<file path="src/rtl/pc_fetch_unit_pkg.sv">
// Shared definitions for the instruction fetch stage: FSM encoding and word constants.
// Contents: fetch_state_t (PRIME/RUN/STALLED), INST_BYTES, DEFAULT_NOP_INST.
// Imported by the fetch unit, its interface and the IF/ID register.
package pc_fetch_unit_pkg;

  typedef enum logic [1:0] {
    PRIME   = 2'd0,
    RUN     = 2'd1,
    STALLED = 2'd2
  } fetch_state_t;

  localparam logic [31:0] INST_BYTES       = 32'd4;
  localparam logic [31:0] DEFAULT_NOP_INST = 32'h0000_0000;

endpackage

</file>
<file path="src/rtl/pc_fetch_unit_if.sv">
// Bundle of fetch-stage signals between the fetch unit and its environment.
// master: fetch unit (drives IMEM_ADDR and the IF/ID outputs).
// slave: environment (drives STALL, BRANCH_*, IMEM_INST).
interface pc_fetch_unit_if;

  logic        STALL;
  logic        BRANCH_TAKEN;
  logic [31:0] BRANCH_TARGET;
  logic [31:0] IMEM_INST;
  logic [31:0] IMEM_ADDR;
  logic [31:0] IFID_INST;
  logic [31:0] IFID_PC;
  logic [31:0] IFID_PC4;
  logic        IFID_VALID;

  modport master (
    input  STALL, BRANCH_TAKEN, BRANCH_TARGET, IMEM_INST,
    output IMEM_ADDR, IFID_INST, IFID_PC, IFID_PC4, IFID_VALID
  );

  modport slave (
    output STALL, BRANCH_TAKEN, BRANCH_TARGET, IMEM_INST,
    input  IMEM_ADDR, IFID_INST, IFID_PC, IFID_PC4, IFID_VALID
  );

endinterface

</file>
<file path="src/rtl/pc_fetch_unit_ifid_reg.sv">
// IF/ID pipeline register with hold and flush controls.
// Ports: clk, rst_n, hold, flush, in_inst/in_pc/in_valid, out_inst/out_pc/out_pc4/out_valid.
// Flush beats hold; an invalid capture loads a bubble and keeps the old PC.
module ifid_reg
  import pc_fetch_unit_pkg::*;
#(
  parameter logic [31:0] NOP_INST = DEFAULT_NOP_INST
) (
  input  logic        clk,
  input  logic        rst_n,
  input  logic        hold,
  input  logic        flush,
  input  logic [31:0] in_inst,
  input  logic [31:0] in_pc,
  input  logic        in_valid,
  output logic [31:0] out_inst,
  output logic [31:0] out_pc,
  output logic [31:0] out_pc4,
  output logic        out_valid
);

  always_ff @(posedge clk or negedge rst_n) begin
    if (!rst_n) begin
      out_inst  <= NOP_INST;
      out_pc    <= 32'd0;
      out_pc4   <= 32'd0;
      out_valid <= 1'b0;
    end else if (flush || (!hold && !in_valid)) begin
      // Bubble: PC fields keep their last value
      out_inst  <= NOP_INST;
      out_valid <= 1'b0;
    end else if (!hold) begin
      out_inst  <= in_inst;
      out_pc    <= in_pc;
      out_pc4   <= in_pc + INST_BYTES;
      out_valid <= 1'b1;
    end
  end

endmodule

</file>
<file path="src/rtl/pc_fetch_unit.sv">
// Instruction fetch stage: PC register, prime/run/stall FSM, IF/ID register.
// Ports: CLK, RESET_N, bus (pc_fetch_unit_if.master).
// STALL freezes PC and IF/ID; BRANCH_TAKEN overrides STALL and re-primes.
module pc_fetch_unit
  import pc_fetch_unit_pkg::*;
#(
  parameter logic [31:0] RESET_VECTOR = 32'h0000_0000,
  parameter logic [31:0] NOP_INST     = DEFAULT_NOP_INST
) (
  input  logic            CLK,
  input  logic            RESET_N,
  pc_fetch_unit_if.master bus
);

  fetch_state_t state, state_nxt;
  logic [31:0]  pc, pc_nxt;
  logic [31:0]  fpc, fpc_nxt;
  logic         fvalid, fvalid_nxt;
  logic [31:0]  ibuf, ibuf_nxt;
  logic         ifid_hold;
  logic         ifid_flush;
  logic [31:0]  ifid_inst_in;

  always_ff @(posedge CLK or negedge RESET_N) begin
    if (!RESET_N) begin
      state  <= PRIME;
      pc     <= RESET_VECTOR;
      fpc    <= RESET_VECTOR;
      fvalid <= 1'b0;
      ibuf   <= NOP_INST;
    end else begin
      state  <= state_nxt;
      pc     <= pc_nxt;
      fpc    <= fpc_nxt;
      fvalid <= fvalid_nxt;
      ibuf   <= ibuf_nxt;
    end
  end

  // The memory keeps sampling IMEM_ADDR (= PC, one word ahead of FPC) while
  // stalled, so its output drifts to the next word. ibuf snapshots the word
  // for FPC on every RUN edge, including the edge that enters STALLED, and
  // the release edge takes the instruction from ibuf instead of the memory.
  always_comb begin
    state_nxt    = state;
    pc_nxt       = pc;
    fpc_nxt      = fpc;
    fvalid_nxt   = fvalid;
    ibuf_nxt     = ibuf;
    ifid_hold    = 1'b0;
    ifid_flush   = 1'b0;
    ifid_inst_in = bus.IMEM_INST;

    if (bus.BRANCH_TAKEN) begin
      pc_nxt     = bus.BRANCH_TARGET & ~32'd3;
      fvalid_nxt = 1'b0;
      ifid_flush = 1'b1;
      state_nxt  = PRIME;
    end else begin
      case (state)
        PRIME: begin
          fpc_nxt    = pc;
          fvalid_nxt = 1'b1;
          pc_nxt     = pc + INST_BYTES;
          ifid_flush = 1'b1;
          state_nxt  = RUN;
        end
        RUN: begin
          ibuf_nxt = bus.IMEM_INST;
          if (bus.STALL) begin
            ifid_hold = 1'b1;
            state_nxt = STALLED;
          end else begin
            fpc_nxt = pc;
            pc_nxt  = pc + INST_BYTES;
          end
        end
        STALLED: begin
          if (bus.STALL) begin
            ifid_hold = 1'b1;
          end else begin
            ifid_inst_in = ibuf;
            fpc_nxt      = pc;
            pc_nxt       = pc + INST_BYTES;
            state_nxt    = RUN;
          end
        end
        default: begin
          fvalid_nxt = 1'b0;
          ifid_flush = 1'b1;
          state_nxt  = PRIME;
        end
      endcase
    end
  end

  logic [31:0] ifid_inst, ifid_pc, ifid_pc4;
  logic        ifid_valid;

  ifid_reg #(
    .NOP_INST (NOP_INST)
  ) u_ifid_reg (
    .clk       (CLK),
    .rst_n     (RESET_N),
    .hold      (ifid_hold),
    .flush     (ifid_flush),
    .in_inst   (ifid_inst_in),
    .in_pc     (fpc),
    .in_valid  (fvalid),
    .out_inst  (ifid_inst),
    .out_pc    (ifid_pc),
    .out_pc4   (ifid_pc4),
    .out_valid (ifid_valid)
  );

  assign bus.IMEM_ADDR  = pc;
  assign bus.IFID_INST  = ifid_inst;
  assign bus.IFID_PC    = ifid_pc;
  assign bus.IFID_PC4   = ifid_pc4;
  assign bus.IFID_VALID = ifid_valid;

endmodule

</file>
<file path="src/flat_wrapper.sv">
// flat-port wrapper written by rule: the top's interface ports become plain ports
module pc_fetch_unit_flat import pc_fetch_unit_pkg::*;
#(
  parameter logic [31:0] RESET_VECTOR = 32'h0000_0000,
  parameter logic [31:0] NOP_INST     = DEFAULT_NOP_INST
)
  (CLK, RESET_N, bus_STALL, bus_BRANCH_TAKEN, bus_BRANCH_TARGET, bus_IMEM_INST, bus_IMEM_ADDR, bus_IFID_INST, bus_IFID_PC, bus_IFID_PC4, bus_IFID_VALID);
  pc_fetch_unit_if bus_i ();
  input  logic CLK;
  input  logic RESET_N;
  input wire logic [$bits(bus_i.STALL)-1:0] bus_STALL;
  input wire logic [$bits(bus_i.BRANCH_TAKEN)-1:0] bus_BRANCH_TAKEN;
  input wire logic [$bits(bus_i.BRANCH_TARGET)-1:0] bus_BRANCH_TARGET;
  input wire logic [$bits(bus_i.IMEM_INST)-1:0] bus_IMEM_INST;
  output wire logic [$bits(bus_i.IMEM_ADDR)-1:0] bus_IMEM_ADDR;
  output wire logic [$bits(bus_i.IFID_INST)-1:0] bus_IFID_INST;
  output wire logic [$bits(bus_i.IFID_PC)-1:0] bus_IFID_PC;
  output wire logic [$bits(bus_i.IFID_PC4)-1:0] bus_IFID_PC4;
  output wire logic [$bits(bus_i.IFID_VALID)-1:0] bus_IFID_VALID;
  assign bus_i.STALL = bus_STALL;
  assign bus_i.BRANCH_TAKEN = bus_BRANCH_TAKEN;
  assign bus_i.BRANCH_TARGET = bus_BRANCH_TARGET;
  assign bus_i.IMEM_INST = bus_IMEM_INST;
  assign bus_IMEM_ADDR = bus_i.IMEM_ADDR;
  assign bus_IFID_INST = bus_i.IFID_INST;
  assign bus_IFID_PC = bus_i.IFID_PC;
  assign bus_IFID_PC4 = bus_i.IFID_PC4;
  assign bus_IFID_VALID = bus_i.IFID_VALID;
  pc_fetch_unit #(.RESET_VECTOR(RESET_VECTOR), .NOP_INST(NOP_INST)) u_core (.CLK(CLK), .RESET_N(RESET_N), .bus(bus_i));
endmodule
</file>
<file path="config.mk">
export PLATFORM = sky130hd
export DESIGN_NAME = pc_fetch_unit_flat
export DESIGN_NICKNAME = d
export VERILOG_FILES = /design/src/rtl/pc_fetch_unit_pkg.sv /design/src/rtl/pc_fetch_unit_if.sv /design/src/rtl/pc_fetch_unit_ifid_reg.sv /design/src/rtl/pc_fetch_unit.sv /design/src/flat_wrapper.sv
export SDC_FILE = /design/constraint.sdc
export NUM_CORES = 1
export LEC_CHECK = 0
export CELL_PAD_IN_SITES_DETAIL_PLACEMENT = 1
export CELL_PAD_IN_SITES_GLOBAL_PLACEMENT = 1
export CORE_MARGIN = 5
export CORE_UTILIZATION = 29
export DETAILED_ROUTE_END_ITERATION = 16
export PLACE_DENSITY = 0.77
export SKIP_LAST_GASP = 1
export SYNTH_ARGS = -nofsm -noshare
export SYNTH_HDL_FRONTEND = slang
export SYNTH_SLANG_ARGS = --single-unit
export TNS_END_PERCENT = 5
</file>
<file path="constraint.sdc">
create_clock -name CLK -period 2.1 [get_ports CLK]
set_input_delay 0.315 -clock CLK [delete_from_list [all_inputs] [get_ports CLK]]
set_output_delay 0.315 -clock CLK [all_outputs]
set_load 0.01 [all_outputs]
</file>
==> results.json <==
{
  "run_status": "completed",
  "layoutNonFillerInstCount": 1448,
  "post_placement_cell_count": 1410,
  "r2r.worst_path.cells": 8,
  "grt_pass1_wl_um": 41300,
  "seq_area_mm2": 0.00470,
  "postSynth.topFlopCell": "sky130_fd_sc_hd__dfrtp_1",
  "slack_of_the_worst_reg_to_reg_path_ns": 0.07,
  "vias_per_cell": 4.72,
  "cp_data_arrival_time_ns": 2.33,
  "global_route.usage.met3": 0.0307,
  "clock_skew_after_layout_ns": 0.0104,
  "startpoint": "u_core.state[1]$_DFFE_PN0P_",
  "worst_r2r_startpoint": "u_core.state[1]$_DFFE_PN0P_",
  "timing_worst_setup_path_type": "reg2reg",
  "drt_first_iter_violations": 323,
  "crit-reg2reg-capture": "u_core.bus.IMEM_ADDR[29]$_DFFE_PN0P_",
  "design_power_total_mw": 13.4,
  "initial_core_util": 0.293,
  "final_period_minus_worst_setup_slack_ns": 2.03,
  "pre_cts_slack_ns": -0.0489,
  "syn-cell-area_mm2": 0.00865,
  "grt.busiest_layer": "met2",
  "synth-seq-cells": 188,
  "largest_net_degree_at_the_start_of_global_routing": 61,
  "worst_slew_margin_rel": 0.620,
  "first_global_vias": 7274,
  "max-clock-path-buffers": 2,
  "drc": 0,
  "tritoncts.num_buffers": 17,
  "dp_hpwl_um": 19300,
  "layout-drive-gt1-share": 0.173,
  "unrepaired_setup_endpoints_after_global_routing": "yes",
  "number_of_antenna_violations_at_the_first_check_in_global_routing": 2,
  "syn2layout_area_growth_pct": 39.3,
  "htree_num_levels": 4,
  "critical_path.max_fanout": 7,
  "cp-end-kind": "flip-flop",
  "detail_route.wirelength_um": 25900,
  "grt_use_total": 0.155,
  "fin_setup_tns_ns": 0,
  "routed-via-count": 6836,
  "grt_overflow": 0,
  "multiInputGateArea_mm2": 0.00377,
  "place_congestion": 0.834,
  "yosys.area.top_type": "sky130_fd_sc_hd__dfrtp_1",
  "clk_root_buffer_cell": "sky130_fd_sc_hd__clkbuf_16",
  "ys_async_rst_share": 1.00,
  "synth.top_cells.by_count": "sky130_fd_sc_hd__nand2_1 (200), sky130_fd_sc_hd__dfrtp_1 (188), sky130_fd_sc_hd__o21ai_0 (76)",
  "ys_seq_area_frac": 0.544,
  "worst_pin_slew_ns": 0.568,
  "hold_class": "in2reg",
  "met2_usage": 0.246,
  "yosysWarningCount": 0,
  "synth_edf_count": 0,
  "synth.top_cells.by_area": "sky130_fd_sc_hd__dfrtp_1 (54%), sky130_fd_sc_hd__nand2_1 (8.7%), sky130_fd_sc_hd__mux2_2 (8.5%), sky130_fd_sc_hd__mux2i_1 (4.4%), sky130_fd_sc_hd__o21ai_0 (4.4%)",
  "floorplan.die.height_um": 183,
  "yosys.cell_count.top_type": "sky130_fd_sc_hd__nand2_1",
  "tritoncts_clock_tree": "yes",
  "synthesis.instances": 820,
  "timing.critical_path.required_ns": 2.40,
  "tritoncts_num_sinks": 188,
  "syn-mean-instance-area_um2": 10.5,
  "drtPass1Iterations": 4,
  "min_period_over_period": 0.967,
  "fillerInstances": 3289,
  "finalNetCount": 1118,
  "synth_top_area_frac": 0.544,
  "cellLeakagePower_nw": 5.03,
  "clk_pin_slew_worst_paths_ns": 0.07,
  "clk-insertion-delay-late_ns": 0.42,
  "maxCapViolations": 0,
  "pins_over_slew_limit": 0,
  "worstSetupEndpoint": "u_core.bus.IMEM_ADDR[29]$_DFFE_PN0P_",
  "antenna_violating_nets_post_route": 0,
  "placement_rows": 63,
  "ios": 197,
  "worst_slack_ns": 0.0696,
  "buffer_ports.inserted": 188,
  "ys_types": 46,
  "design.die.area_mm2": 0.0334,
  "placeableCoreArea_mm2": 0.0296,
  "die_w_um": 183,
  "finalHoldViolCount": 0,
  "setup_violations": 0,
  "routed_wire_length_per_instance_um": 17.9,
  "maximum_vdd_drop_mv": 0.548,
  "cp_startpoint_kind": "flip-flop",
  "power-per-cell-area_mw_per_mm2": 1110,
  "max_clk_rate_mhz": 493,
  "met1_usage_in_global_routing": 0.220
}
==> cells in the final DEF, fill, tap and decap left out, types with 6 or more instances in the layout <==
master,n
sky130_fd_sc_hd__or3_1,6
sky130_fd_sc_hd__clkbuf_16,17
sky130_fd_sc_hd__nand4_1,22
sky130_fd_sc_hd__nor3_1,8
sky130_fd_sc_hd__nand3_1,26
sky130_fd_sc_hd__buf_4,50
sky130_fd_sc_hd__nor4_2,6
sky130_fd_sc_hd__xor2_1,30
sky130_fd_sc_hd__xnor2_1,21
sky130_fd_sc_hd__nor2_1,18
sky130_fd_sc_hd__mux2_2,65
sky130_fd_sc_hd__o21ai_0,76
sky130_fd_sc_hd__nand2_1,200
sky130_fd_sc_hd__conb_1,6
sky130_fd_sc_hd__and3_1,6
sky130_fd_sc_hd__dfrtp_1,188
sky130_fd_sc_hd__clkdlybuf4s50_1,186
sky130_fd_sc_hd__o21ai_1,8
sky130_fd_sc_hd__mux2i_1,38
sky130_fd_sc_hd__ha_1,6
sky130_fd_sc_hd__buf_12,10
==> cell type report <==
class	instances	share of cell area
Tap cell	390	0.0405
Clock inverter	12	0.0115
Sequential cell	188	0.391
Inverter	7	0.00218
Clock buffer	20	0.0371
Timing Repair Buffer	249	0.205
Antenna cell	2	0.000415
Multi-Input combinational cell	580	0.313
==> how the worst min path moves through the flow <==
stage | slack (ns) | endpoint | startpoint | cells past startpoint
final | 0.29 | u_core.state[0]$_DFFE_PN0P_ | bus_BRANCH_TAKEN | 2
after floorplan | 0.02 | u_core.bus.IMEM_ADDR[10]$_DFFE_PN0P_ | RESET_N | 0
after global routing | 0.28 | u_core.state[0]$_DFFE_PN0P_ | bus_BRANCH_TAKEN | 2
after CTS | 0.27 | u_core.state[0]$_DFFE_PN0P_ | bus_BRANCH_TAKEN | 2
after detailed placement | 0.31 | u_core.u_ifid_reg.out_pc4[14]$_DFFE_PN0P_ | RESET_N | 1
after global placement | 0.31 | u_core.u_ifid_reg.out_pc4[14]$_DFFE_PN0P_ | RESET_N | 1
==> flip-flops by register name, summed over array words and instances (netlist names) <==
name,flops
u_core.u_ifid_reg.out_pc4,30
u_core.fpc,30
u_core.u_ifid_reg.out_valid,1
u_core.fvalid,1
u_core.u_ifid_reg.out_inst,32
u_core.bus.IMEM_ADDR,30
u_core.ibuf,32
u_core.state,2
u_core.u_ifid_reg.out_pc,30
==> stage by stage <==
step,instance area (um2),hold slack [ns],utilization
detailed placement,11400,0.309,0.386
global placement,11400,0.307,0.386
finish,12000,0.294,0.407
global route,12000,0.280,0.407
CTS,12000,0.272,0.406
floorplan,8680,0.0194,-
==> what timing repair did <==
item / in CTS / in global routing
endpoints found under the setup margin: 0 / 8
endpoints found under the hold margin: 42 / 0
setup buffers: 0 / 3
gates resized for setup: 0 / 1
hold buffers: 1 / 0
==> cell families (layout without fill, tap and decap cells) <==
| logic type | after synthesis | in the layout | synth area share |
|---|---|---|---|
| compound gates | 93 | 93 | 0.0556 |
| xor+xnor | 51 | 51 | 0.0516 |
| fa+ha+maj | 7 | 7 | 0.0101 |
| buf+inv | 57 | 288 | 0.0301 |
| flops | 188 | 188 | 0.544 |
| mux | 103 | 103 | 0.129 |
| other cells | 1 | 8 | 0.000434 |
| simple gates | 320 | 320 | 0.180 |
==> where the power goes <==
group | total (mW) | switching [mW] | leakage (nW) | internal [mW]
combinational | 4.49 | 2.04 | 2.38 | 2.45
sequential | 5.66 | 0.891 | 2.37 | 4.77
clock | 3.24 | 1.44 | 0.279 | 1.80
total | 13.4 | 4.37 | 5.03 | 9.02
==> worst max-delay path, cell delays in order (launching register included) <==
cell,delay (ns)
sky130_fd_sc_hd__dfrtp_1,0.39
sky130_fd_sc_hd__inv_2,0.10
sky130_fd_sc_hd__ha_4,0.21
sky130_fd_sc_hd__and2_4,0.17
sky130_fd_sc_hd__or3_1,0.39
sky130_fd_sc_hd__buf_4,0.18
sky130_fd_sc_hd__nor4_2,0.25
sky130_fd_sc_hd__xnor2_1,0.16
sky130_fd_sc_hd__o21ai_1,0.07
==> per-layer routing <==
metal,vias to the layer above,share of wire
met4,0,0.0060
met3,7,0.041
met2,158,0.47
met1,3436,0.48
met5,-,0
li1,3235,-
Power figures use the tool's default switching activity.
